===== src/rtl/panda_risc_v_pkg.sv =====
// Shared definitions for the panda RISC-V divider request path: RV32M division
// encodings and the bit layout of the packed request word held in the skid buffer.
package panda_risc_v_pkg;

  localparam logic [2:0] FUNCT3_DIV  = 3'b100;
  localparam logic [2:0] FUNCT3_DIVU = 3'b101;
  localparam logic [2:0] FUNCT3_REM  = 3'b110;
  localparam logic [2:0] FUNCT3_REMU = 3'b111;

  localparam int unsigned REQ_REM_SEL_BIT = 0;
  localparam int unsigned REQ_OP_A_LSB    = 1;
  localparam int unsigned REQ_OP_A_MSB    = 33;
  localparam int unsigned REQ_OP_B_LSB    = 34;
  localparam int unsigned REQ_OP_B_MSB    = 66;
  localparam int unsigned REQ_RD_ID_LSB   = 67;
  localparam int unsigned REQ_RD_ID_MSB   = 71;
  localparam int unsigned REQ_INST_ID_LSB = 72;

  // Widen a 32-bit operand to the 33-bit signed form the divider consumes.
  function automatic logic [32:0] extend_operand(input logic [31:0] op,
                                                 input logic        is_unsigned);
    return is_unsigned ? {1'b0, op} : {op[31], op};
  endfunction

endpackage


===== src/rtl/panda_risc_v_skid_buf.sv =====
// Generic 2-entry pipeline slice with a registered upstream ready: a main output
// register plus one skid register that absorbs the request arriving while stalled.
module panda_risc_v_skid_buf #(
  parameter int unsigned DATA_W = 8
) (
  input  logic              clk,
  input  logic              resetn,
  input  logic              flush_i,
  input  logic [DATA_W-1:0] s_data_i,
  input  logic              s_valid_i,
  output logic              s_ready_o,
  output logic [DATA_W-1:0] m_data_o,
  output logic              m_valid_o,
  input  logic              m_ready_i,
  output logic              skid_valid_o
);

  // Handshakes: a transfer happens on a side exactly when its valid and ready are
  // both high at a rising clk edge; m_ready_i must already include any issue gating.
  logic [DATA_W-1:0] main_data_q, main_data_d;
  logic [DATA_W-1:0] skid_data_q, skid_data_d;
  logic              main_valid_q, main_valid_d;
  logic              skid_valid_q, skid_valid_d;
  logic              s_ready_q;
  logic              s_hs;
  logic              consume;

  assign s_hs    = s_valid_i & s_ready_q;
  assign consume = main_valid_q & m_ready_i;

  always_comb begin
    main_data_d  = main_data_q;
    skid_data_d  = skid_data_q;
    main_valid_d = main_valid_q;
    skid_valid_d = skid_valid_q;
    if (flush_i) begin
      main_valid_d = 1'b0;
      skid_valid_d = 1'b0;
    end else if (consume) begin
      // s_ready is low whenever skid holds data, so no capture can coincide here.
      if (skid_valid_q) begin
        main_data_d  = skid_data_q;
        skid_valid_d = 1'b0;
      end else if (s_hs) begin
        main_data_d = s_data_i;
      end else begin
        main_valid_d = 1'b0;
      end
    end else if (s_hs) begin
      if (!main_valid_q) begin
        main_data_d  = s_data_i;
        main_valid_d = 1'b1;
      end else begin
        skid_data_d  = s_data_i;
        skid_valid_d = 1'b1;
      end
    end
  end

  always_ff @(posedge clk or negedge resetn) begin
    if (!resetn) begin
      main_valid_q <= 1'b0;
      skid_valid_q <= 1'b0;
      s_ready_q    <= 1'b1;
    end else begin
      main_valid_q <= main_valid_d;
      skid_valid_q <= skid_valid_d;
      s_ready_q    <= ~skid_valid_d;
    end
  end

  always_ff @(posedge clk) begin
    main_data_q <= main_data_d;
    skid_data_q <= skid_data_d;
  end

  assign s_ready_o    = s_ready_q;
  assign m_data_o     = main_data_q;
  assign m_valid_o    = main_valid_q;
  assign skid_valid_o = skid_valid_q;

endmodule


===== src/rtl/panda_risc_v_div_req_gen.sv =====
// Divider request generator: extends RV32M division operands, buffers requests in a
// registered-ready skid slice and limits divider occupancy with a credit counter.
module panda_risc_v_div_req_gen
  import panda_risc_v_pkg::*;
#(
  parameter int unsigned inst_id_width    = 4,
  parameter int unsigned max_outstanding  = 2,
  parameter int          simulation_delay = 1
) (
  input  logic                     clk,
  input  logic                     resetn,
  input  logic [31:0]              s_req_op_a,
  input  logic [31:0]              s_req_op_b,
  input  logic [2:0]               s_req_funct3,
  input  logic [4:0]               s_req_rd_id,
  input  logic [inst_id_width-1:0] s_req_inst_id,
  input  logic                     s_req_valid,
  output logic                     s_req_ready,
  output logic [32:0]              m_div_req_op_a,
  output logic [32:0]              m_div_req_op_b,
  output logic                     m_div_req_rem_sel,
  output logic [4:0]               m_div_req_rd_id,
  output logic [inst_id_width-1:0] m_div_req_inst_id,
  output logic                     m_div_req_valid,
  input  logic                     m_div_req_ready,
  input  logic                     div_res_retire,
  input  logic                     flush,
  output logic                     div_busy,
  output logic [2:0]               outstanding_cnt
);

  localparam int unsigned REQ_W = REQ_INST_ID_LSB + inst_id_width;
  localparam logic [2:0]  MAX_CNT = 3'(max_outstanding);

  logic [REQ_W-1:0] req_word_in;
  logic [REQ_W-1:0] req_word_out;
  logic             main_valid;
  logic             skid_valid;
  logic             credit_ok;
  logic             issue;
  logic [2:0]       cnt_q, cnt_d;

  assign req_word_in = {s_req_inst_id,
                        s_req_rd_id,
                        extend_operand(s_req_op_b, s_req_funct3[0]),
                        extend_operand(s_req_op_a, s_req_funct3[0]),
                        s_req_funct3[1]};

  panda_risc_v_skid_buf #(
    .DATA_W (REQ_W)
  ) u_skid_buf (
    .clk          (clk),
    .resetn       (resetn),
    .flush_i      (flush),
    .s_data_i     (req_word_in),
    .s_valid_i    (s_req_valid),
    .s_ready_o    (s_req_ready),
    .m_data_o     (req_word_out),
    .m_valid_o    (main_valid),
    .m_ready_i    (m_div_req_ready & credit_ok),
    .skid_valid_o (skid_valid)
  );

  assign credit_ok       = cnt_q < MAX_CNT;
  assign m_div_req_valid = main_valid & credit_ok;
  assign issue           = m_div_req_valid & m_div_req_ready;

  always_comb begin
    cnt_d = cnt_q;
    if (issue && !div_res_retire) begin
      cnt_d = cnt_q + 3'd1;
    end else if (!issue && div_res_retire && cnt_q != 3'd0) begin
      cnt_d = cnt_q - 3'd1;
    end
  end

  always_ff @(posedge clk or negedge resetn) begin
    if (!resetn) begin
      cnt_q <= 3'd0;
    end else begin
      cnt_q <= cnt_d;
    end
  end

  // A retire with no credit outstanding means the divider and this counter disagree.
  if (simulation_delay >= 0) begin : g_sim_checks
    always_ff @(posedge clk) begin
      if (resetn) begin
        assert (!(div_res_retire && cnt_q == 3'd0))
          else $error("div_res_retire pulsed with outstanding_cnt == 0");
      end
    end
  end

  assign m_div_req_rem_sel = req_word_out[REQ_REM_SEL_BIT];
  assign m_div_req_op_a    = req_word_out[REQ_OP_A_MSB:REQ_OP_A_LSB];
  assign m_div_req_op_b    = req_word_out[REQ_OP_B_MSB:REQ_OP_B_LSB];
  assign m_div_req_rd_id   = req_word_out[REQ_RD_ID_MSB:REQ_RD_ID_LSB];
  assign m_div_req_inst_id = req_word_out[REQ_W-1:REQ_INST_ID_LSB];

  assign outstanding_cnt = cnt_q;
  assign div_busy        = main_valid | skid_valid | (cnt_q != 3'd0);

endmodule


===== config.mk =====
export PLATFORM = sky130hd
export DESIGN_NAME = panda_risc_v_div_req_gen
export DESIGN_NICKNAME = d
export VERILOG_FILES = /design/src/rtl/panda_risc_v_pkg.sv /design/src/rtl/panda_risc_v_skid_buf.sv /design/src/rtl/panda_risc_v_div_req_gen.sv
export SDC_FILE = /design/constraint.sdc
export NUM_CORES = 1
export LEC_CHECK = 0
export BUFFER_PORTS_ARGS = -buffer_cell sky130_fd_sc_hd__buf_2
export CAP_MARGIN = 5
export CORE_UTILIZATION = 40
export CTS_BUF_LIST = sky130_fd_sc_hd__clkbuf_8
export CTS_CLUSTER_SIZE = 10
export DETAILED_ROUTE_END_ITERATION = 10
export GPL_TIMING_DRIVEN = 0
export MAX_ROUTING_LAYER = met4
export REMOVE_ABC_BUFFERS = 1
export SETUP_SLACK_MARGIN = 0.3
export SYNTH_ARGS = -nofsm -noshare
export SYNTH_HDL_FRONTEND = slang
export SYNTH_SLANG_ARGS = --single-unit

===== constraint.sdc =====
create_clock -name clk -period 23.6 [get_ports clk]
set_clock_uncertainty 0.15 [all_clocks]
set_input_delay 1.18 -clock clk [delete_from_list [all_inputs] [get_ports clk]]
set_output_delay 1.18 -clock clk [all_outputs]
set_load 0.05 [all_outputs]

After elaboration in Yosys (flattened, before gate mapping)
Index checks and enable logic that the tools add are counted.
- register bits: 158
- bits of input ports: 82
- word-level logic and storage cells: 53
- add/sub/neg operators: 2
- order comparisons: 1
- eq/ne operators: 3
- muxes and demuxes: 18
- bitwise gates (word level): 10
- reductions and logical operators: 13
- operator list (cell ; count):
    2-to-1 mux 76 bit ; 5
    2-to-1 mux 33 bit ; 2
    2-to-1 mux 1 bit ; 9
    AND reduction 4 bit ; 2
    2-to-1 mux 3 bit ; 2
    inequality test 3 bit, second input constant ; 2
    nonzero test 2 bit ; 3
    nonzero test 3 bit ; 2
    AND 1 bit ; 5
    adder 3 x 1 -> 3 bit, second input constant ; 1
    logical AND 1 bit ; 3
    less-than comparator 3 x 2 -> 1 bit, second input constant ; 1
    NOT 1 bit ; 3
    AND reduction 3 bit ; 1
    subtractor 3 x 1 -> 3 bit, second input constant ; 1
    zero test 1 bit ; 2
    inequality test 2 bit, second input constant ; 1
    OR 1 bit ; 2

Logic depth before layout (Yosys ltp)
Gate-level depths: netlist (run 1).
- depth in word-level cells: 8
- gate-level depth with buffers: 7
- depth with buffers taken out: 6

Modules after synthesis
Synthesis (run 1) repeated with hierarchy kept, for this count alone.
- cell total of the unflattened synthesis: 278
- area total of the unflattened synthesis: 6040.8 um2
- by module, submodules not included (module ; times used ; cells each ; area an instance (um2)):
    panda_risc_v_skid_buf ; 1 ; 250 ; 5785.5
    panda_risc_v_div_req_gen ; 1 ; 28 ; 255.2

Least setup slack after synthesis (run 1)
Ideal clock, no wire load.
- path kind: input to register
- from: in m_div_req_ready
- to: reg u_skid_buf.skid_data_q[0] (enable)
- setup time: 0.723 ns
- data arrival time: 9.259 ns
- required time: 22.727 ns
- path slack: 13.468 ns
- cell stages on the path: 2
- buffers on the path: 0
- cells stage by stage: and4bb_1 -> nor4b_1
- cells in the longest elaborated chain, start to end: 4
- ends and longest elaborated chain (what ; line ; text):
    start: declaration ; panda_risc_v_div_req_gen.sv:25 ; input logic m_div_req_ready,
    AND 1 bit ; panda_risc_v_div_req_gen.sv:60 ; .m_ready_i (m_div_req_ready & credit_ok),
    AND 1 bit ; panda_risc_v_skid_buf.sv:29 ; assign consume = main_valid_q & m_ready_i;
    NOT 1 bit (no line) ; n/a ;
    AND reduction 4 bit (no line) ; n/a ;
    end signal: assignment ; panda_risc_v_skid_buf.sv:74 ; skid_data_q <= skid_data_d;
    end: declaration ; panda_risc_v_skid_buf.sv:21 ; logic [DATA_W-1:0] skid_data_q, skid_data_d;
Every way passes these cells.
A chain may end at the register's enable or synchronous reset.

Worst setup path in the final report (run 1)
- from: in m_div_req_ready
- to: reg u_skid_buf.main_data_q[2] (netlist: u_skid_buf.m_data_o[2]) (enable)
- cells in the longest elaborated chain, start to end: 4
- elaborated cells on any way between the ends: 5
- classes of those cells: 1 x eq/ne; 2 x bitwise; 2 x reduce/logical
- ends and longest elaborated chain (what ; line ; text):
    AND 1 bit (*) ; panda_risc_v_div_req_gen.sv:60 ;
    AND 1 bit (*) ; panda_risc_v_skid_buf.sv:29 ;
    inequality test 2 bit (no line) or nonzero test 2 bit (tied branches) ; n/a ;
    AND reduction 4 bit (no line) (*) ; n/a ;
    end signal: assignment ; panda_risc_v_skid_buf.sv:73 ; main_data_q <= main_data_d;
    end: declaration ; panda_risc_v_skid_buf.sv:20 ; logic [DATA_W-1:0] main_data_q, main_data_d;
Mark *: on every way between the ends. The rest lies on a longest branch, timed or not.

==> results of run 1 <==
==> path summary, 6_finish.rpt <==
check                                            from                    endpoint  depth (start not counted)  slack (ns)
hold / removal             u_skid_buf.skid_data_q[75]     u_skid_buf.m_data_o[75]                          1        0.39
min in group asynchronous                      resetn     u_skid_buf.skid_valid_o                          1        0.41
hold reg to reg            u_skid_buf.skid_data_q[75]     u_skid_buf.m_data_o[75]                          1        0.39
setup reg to reg                   outstanding_cnt[1]  u_skid_buf.skid_data_q[42]                          6       20.89
max in group asynchronous                      resetn        u_skid_buf.s_ready_o                          1       22.67
setup / recovery                      m_div_req_ready      u_skid_buf.m_data_o[2]                          6       20.55
==> worst max-delay path: cells and delay by family <==
family          cells  cell delay (ns)
simple gates        1             0.43
buf+inv             4             0.68
compound gates      1             0.73
==> cell families (layout without fill, tap and decap cells) <==
logic type	Yosys count	count (layout)	synth area share
compound gates	12	12	0.0123
xor+xnor	1	1	0.00142
fa+ha+maj	1	1	0.00324
buf+inv	11	213	0.0241
flops	158	158	0.762
mux	77	77	0.176
simple gates	19	19	0.0202
==> per-stage QoR <==
step           utilization  instance area (µm²)  hold WS (ns)  setup WS, ns  power (mW)
4_1_cts              0.509                 7710         0.374         20.57       0.635
3_5_place_dp         0.485                 7350         0.377         20.07       0.448
6_report             0.509                 7710         0.392         20.55       0.627
2_1_floorplan            -                 6040         0.358         13.47       0.416
5_1_grt              0.509                 7710         0.369         20.49       0.653
3_3_place_gp         0.468                 7090         0.368          8.39       0.443
==> layout make-up <==
class	instances	area, µm²	area share
flip-flops and latches	158	4720	0.611
multi-input cells	110	1350	0.174
repair buffers	179	1040	0.135
well taps	188	235	0.0305
clock buffers	17	234	0.0303
clock inverters	15	130	0.0169
inverters	2	7.51	0.000973
==> registers in the layout (all words and copies together), names as in the netlist <==
register                 flops
u_skid_buf.s_ready_o         1
outstanding_cnt              3
u_skid_buf.skid_valid_o      1
u_skid_buf.m_valid_o         1
u_skid_buf.m_data_o         76
u_skid_buf.skid_data_q      76
==> cell usage in the layout (no fill, tap or decap), drive strengths merged, types with 2 or more instances in the layout <==
master	n
clkbuf	17
buf	179
mux2	76
dfrtp	5
bufinv	2
a21oi	2
o21ai	4
clkinv	8
nand2	5
nor2b	2
inv	6
edfxtp	152
==> where the power goes <==
group          total, mW  internal [mW]  leakage, nW  switching (mW)
combinational      0.104         0.0350         1.32          0.0693
clock              0.186         0.0917        0.200          0.0938
sequential         0.337          0.327         1.47          0.0100
==> layer usage <==
metal | vias to the layer above | global-route usage | part of all wire
li1 | 1485 | - | -
met1 | 1560 | 0.190 | 0.45
met2 | 118 | 0.231 | 0.48
met3 | 5 | 0.0527 | 0.063
met4 | 0 | 0.0503 | 0.0081
met5 | - | - | 0
==> impl_metrics.py, run 1 <==
metrics = {
    "status": {
        "status": "finished clean",
    },
    "cts": {
        "clock-root-buffer": "clkbuf_8",
        "worst_setup_hold_path_clk_slew_ns": 0.08,
        "holdBufCountCts": 0,
        "cts_made_buffers": 17,
        "cts_tree": "done",
        "cts_buffer_depth": 2,
        "worstSkewPairLatency_ns": 0.43,
        "postCtsSetupRepairBufs": 0,
        "cts.repair.resized": 0,
        "max_h_tree_level": 4,
        "cts_sink_count": 158,
    },
    "sta": {
        "rsz_0062_raised_after_global_routing": "false",
        "final_count_of_negative_setup_slack_endpoints": 0,
        "fmax_ghz": 0.328,
        "final_hold_viol_count": 0,
        "worst_slew_pin_slew_ns": 0.786,
        "worst_slew_margin_rel": 0.476,
        "final.setup.tns_ns": 0,
        "final_min_period_over_clock_period": 0.129,
        "timing.final.crit_period_ns": 3.05,
        "number_of_pins_exceeding_their_max_slew_limit_in_the_final_report": 0,
    },
    "global_route": {
        "antenna_found_initial": 0,
        "gr-usage-all-layers": 0.152,
        "grt_start_max_net_pins": 46,
        "grt_first_pass_wirelength_mm": 17.6,
        "grt_pass1_vias": 3341,
        "grt-ovfl-total": 0,
    },
    "logic_synthesis": {
        "ys_top_cells_by_area": "edfxtp_1 (74%), mux2_4 (15%), mux2_2 (2.2%)",
        "synth-edff-count": 152,
        "synth_top_area_share": 0.738,
        "dominantRegCellSynth": "edfxtp_1",
        "ys_seq_area_frac": 0.762,
        "synth-warning-count": 0,
        "synthTopCellsByCount": "edfxtp_1 (152), mux2_4 (60), mux2_2 (12), buf_12 (6)",
        "synth_area_per_cell_um2": 22.2,
        "synth.cell_area_mm2": 0.00619,
        "yosysUniqueCellTypes": 35,
        "synth_most_common_cell": "edfxtp_1",
        "synth_top_cell_by_area": "edfxtp_1",
        "ys_ff_latch": 158,
        "number_of_cells_produced_by_synthesis": 279,
        "synth_async_sr_flop_share": 0.0380,
    },
    "die": {
        "ioPinCount": 164,
        "floorplan.die.height_um": 126,
        "design.core.area_mm2": 0.0151,
        "rows": 45,
        "die_area_mm2": 0.0160,
        "die_w_um": 126,
        "effective_utilization_at_floorplan": 0.408,
    },
    "detailed_routing": {
        "drtIter0Drc": 174,
        "ant_nets": 0,
        "drc_errors": 0,
        "avg_wl_per_cell_um": 16.4,
        "dr_total_vias": 3168,
        "routed_wl_mm": 11.0,
        "via_per_inst": 4.74,
        "drt_pre_antenna_iters": 4,
    },
    "final_layout": {
        "stdcell_count": 669,
        "fillerInstances": 1291,
        "area_growth_syn_to_fin_pct": 24.7,
        "final_layout_size_suffix_gt1_frac": 0.590,
        "nNetsFinal": 551,
        "antenna_cells_inserted": 0,
    },
    "pwr": {
        "p_leak_nw": 2.99,
        "power_density_over_the_cells_mw_per_mm2": 81.3,
        "peak_supply_drop_mv": 0.0629,
    },
    "min_path": {
        "timing.hold.worst.class": "reg2reg",
    },
    "place": {
        "port_buffers": 162,
        "dp.cells": 637,
        "finalWeightedCongestion": 0.790,
        "post-dp-hpwl_mm": 7.75,
    },
    "setup_path": {
        "slowest_stage": "a221oi_4",
        "timing.critical_path.fanout_max": 18,
        "arrival_ns": 3.03,
        "cell_by_cell_listing_of_the_critical_path": "buf_2 -> or3b_1 -> a221oi_4 -> buf_16 -> buf_16 -> buf_16",
        "start_kind": "input pin",
        "required_time_of_the_critical_path_ns": 23.59,
        "worst_stage_delay_on_the_critical_path_ns": 0.73,
        "end_kind": "register",
        "path_common_cell": "buf_16",
        "setup.worst_path.class": "in2reg",
    },
    "run": {
        "drv_cap": 0,
    },
}
No activity file was read; power rests on OpenSTA's default activity.
==> inputs of run 2 (changes only) <==
--- a/config.mk
+++ b/config.mk
@@ -13,6 +13,7 @@
 export DETAILED_ROUTE_END_ITERATION = 10
 export GPL_TIMING_DRIVEN = 0
 export MAX_ROUTING_LAYER = met4
+export PLACE_DENSITY = 0.66
 export REMOVE_ABC_BUFFERS = 1
 export SETUP_SLACK_MARGIN = 0.3
 export SYNTH_ARGS = -nofsm -noshare
==> constraint.sdc (replaced) <==
create_clock -name clk -period 2.6 [get_ports clk]
set_clock_uncertainty 0.15 [all_clocks]
set_input_delay 0.13 -clock clk [delete_from_list [all_inputs] [get_ports clk]]
set_output_delay 0.13 -clock clk [all_outputs]
set_load 0.05 [all_outputs]
==> run 2 against run 1 <==
Clock power rose to 9.7 times the previous value. Sequential power grew to 9.1 times the previous value. Wire length increased by 15%. Highest routed layer unchanged. First-iteration DRC count increased by 1.1%. Combinational power rose to 11 times the previous value. Total power grew to 9.6 times the previous value. Largest power group unchanged. Worst hold slack got worse by 0.13 ns. Via count is 14% higher. Largest cell class unchanged. Flip-flop and latch count unchanged. Utilization is 6.8 points higher. Sequential share of layout area is 7.2 points lower. Die area unchanged.
==> impl_metrics.py, run 2 (synthesis results as in run 1) <==
metrics = {
    "detailed_routing": {
        "dr_total_vias": 3612,
        "ant_nets": 0,
        "routed_wl_mm": 12.6,
        "drc_errors": 0,
        "via_per_inst": 4.69,
        "drtIter0Drc": 176,
        "drt_pre_antenna_iters": 4,
        "avg_wl_per_cell_um": 16.3,
    },
    "global_route": {
        "grt-ovfl-total": 0,
        "grt_start_max_net_pins": 40,
        "grt_pass1_vias": 3814,
        "grt_first_pass_wirelength_mm": 19.6,
        "antenna_found_initial": 0,
        "gr-usage-all-layers": 0.168,
    },
    "pwr": {
        "p_leak_nw": 3.44,
        "net-switching-power_mw": 1.67,
        "seq_power_share": 0.508,
        "portion_of_total_power_attributed_to_combinational_logic": 0.192,
        "peak_supply_drop_mv": 0.559,
        "clock_share_of_power": 0.300,
        "cellInternalPower_mw": 4.34,
        "switching_share": 0.278,
        "fin_total_pwr_mw": 6.02,
        "power_density_over_the_cells_mw_per_mm2": 688,
    },
    "setup_path": {
        "regToRegEndpoint": "u_skid_buf.m_data_o[38]",
        "worst_stage_delay_on_the_critical_path_ns": 0.47,
        "required_time_of_the_critical_path_ns": 2.60,
        "setup.worst_path.class": "reg2reg",
        "slowest_stage": "dfrtp_2",
        "cp_top_family": "buffers and inverters",
        "cp_num_buf_inv": 3,
        "arrival_ns": 2.25,
        "end_kind": "register",
        "timing.critical_path.depth": 5,
        "start_kind": "register",
        "worstSetupStartpoint": "outstanding_cnt[2]",
        "timing.critical_path.fanout_max": 16,
        "r2r_slack_ns": 0.35,
        "cell_by_cell_listing_of_the_critical_path": "or3b_1 -> a221oi_4 -> buf_4 -> buf_8 -> buf_6",
        "worst_r2r_path_depth": 5,
        "r2r_start": "outstanding_cnt[2]",
    },
    "die": {
        "ioPinCount": 164,
        "die_w_um": 126,
        "floorplan.die.height_um": 126,
        "design.core.area_mm2": 0.0151,
        "rows": 45,
        "effective_utilization_at_floorplan": 0.408,
        "die_area_mm2": 0.0160,
    },
    "place": {
        "port_buffers": 162,
        "finalWeightedCongestion": 0.721,
        "dpl_worst_slack_ns": -0.245,
        "post-dp-hpwl_mm": 7.68,
    },
    "final_layout": {
        "final_layout_size_suffix_gt1_frac": 0.529,
        "area_growth_syn_to_fin_pct": 41.4,
        "layout.cells.most_common": "buf_2",
        "antenna_cells_inserted": 0,
        "fillerInstances": 1123,
        "final_cell_mix": "buf_2 (162), edfxtp_1 (152), dlygate4sd3_1 (83)",
        "finish.utilization": 0.578,
        "nNetsFinal": 652,
    },
    "min_path": {
        "timing.hold.worst.class": "in2reg",
        "worstHoldStart": "s_req_op_b[27]",
        "timing.hold.worst_endpoint": "u_skid_buf.skid_data_q[61]",
        "min_delay_path_depth": 2,
    },
    "run": {
        "drv_cap": 0,
    },
    "sta": {
        "worst_slew_pin_slew_ns": 0.681,
        "timing.final.crit_period_ns": 2.25,
        "fmax_ghz": 0.444,
        "postLayoutSetupSlackWorst_ns": 0.348,
        "worst_slew_margin_rel": 0.546,
        "final_hold_viol_count": 0,
        "rsz_0062_raised_after_global_routing": "false",
        "final_count_of_negative_setup_slack_endpoints": 0,
        "number_of_pins_exceeding_their_max_slew_limit_in_the_final_report": 0,
        "final_min_period_over_clock_period": 0.866,
    },
    "cts": {
        "cts_made_buffers": 17,
        "cts_tree": "done",
        "clock-root-buffer": "clkbuf_8",
        "worstSkewPairLatency_ns": 0.43,
        "cts_buffer_depth": 2,
        "max_h_tree_level": 4,
        "cts_sink_count": 158,
        "worst_setup_hold_path_clk_slew_ns": 0.08,
    },
    "status": {
        "status": "finished clean",
    },
}
## run 2: changes by cell type in the layout (fill, tap and decap cells not counted), moves of 3 or more
| cell | previous run | this run |
|---|---|---|
| buf_12 | 0 | 3 |
| buf_4 | 8 | 23 |
| clkinv_2 | 6 | 3 |
| dfrtp_1 | 5 | 2 |
| dfrtp_2 | 0 | 3 |
| dlygate4sd3_1 | 0 | 83 |
## run 2: final cells by class
class | count | area, µm² | share of cell area
tap | 188 | 235 | 0.0269
clock inverter | 15 | 156 | 0.0179
timing repair buffer | 279 | 2010 | 0.230
inverter | 2 | 7.51 | 0.000858
clock buffer | 17 | 234 | 0.0267
sequential | 158 | 4720 | 0.540
multi-input combinational | 111 | 1380 | 0.158
## run 2: worst register-to-register path, cell delays in order (launching register included)
cell and delay [ns]:
dfrtp_2 0.47, or3b_1 0.45, a221oi_4 0.34, buf_4 0.19, buf_8 0.19, buf_6 0.18
## run 2: stage by stage
stage,cell area (µm²),hold slack (ns),TNS [ns],std cells
final,8750,0.260,0,770
after CTS,8660,0.209,0,762
after global routing,8750,0.224,0,770
after global placement,7090,-0.194,-1456.56,620
after detailed placement,7320,-0.184,-5.98,636
after floorplan,6040,-0.316,-920.18,270
## run 2: power by group through the flow
| stage | sequential (mW) | clock, mW | combinational (mW) |
|---|---|---|---|
| after global routing | 3.07 | 1.96 | 1.21 |
| final | 3.06 | 1.80 | 1.15 |
| after global placement | 3.16 | 0 | 0.867 |
| after floorplan | 3.48 | 0 | 0.300 |
| after detailed placement | 3.11 | 0 | 0.949 |
| after CTS | 3.06 | 1.87 | 1.07 |
## run 2: layer usage
layer / global-route usage / share of wire / up-vias
li1: - / - / 1693
met1: 0.209 / 0.45 / 1784
met2: 0.261 / 0.49 / 113
met3: 0.0443 / 0.039 / 22
met4: 0.0723 / 0.019 / 0
met5: - / 0 / -
## run 2: timing repair
item	4_1_cts	5_1_grt
hold buffers	83	0
setup buffers	10	8
endpoints found under the setup margin	156	107
pin swaps	3	3
cloned	1	0
hold endpoints to repair	162	0
gates resized for setup	4	8
## run 2: worst max-delay path by stage
stage	to	slack, ns
after floorplan	u_skid_buf.skid_data_q[0]	-7.18
after global placement	u_skid_buf.skid_data_q[51]	-11.32
after detailed placement	u_skid_buf.skid_data_q[60]	-0.25
after CTS	u_skid_buf.m_data_o[55]	0.24
after global routing	u_skid_buf.m_data_o[54]	0.29
final	u_skid_buf.m_data_o[38]	0.35
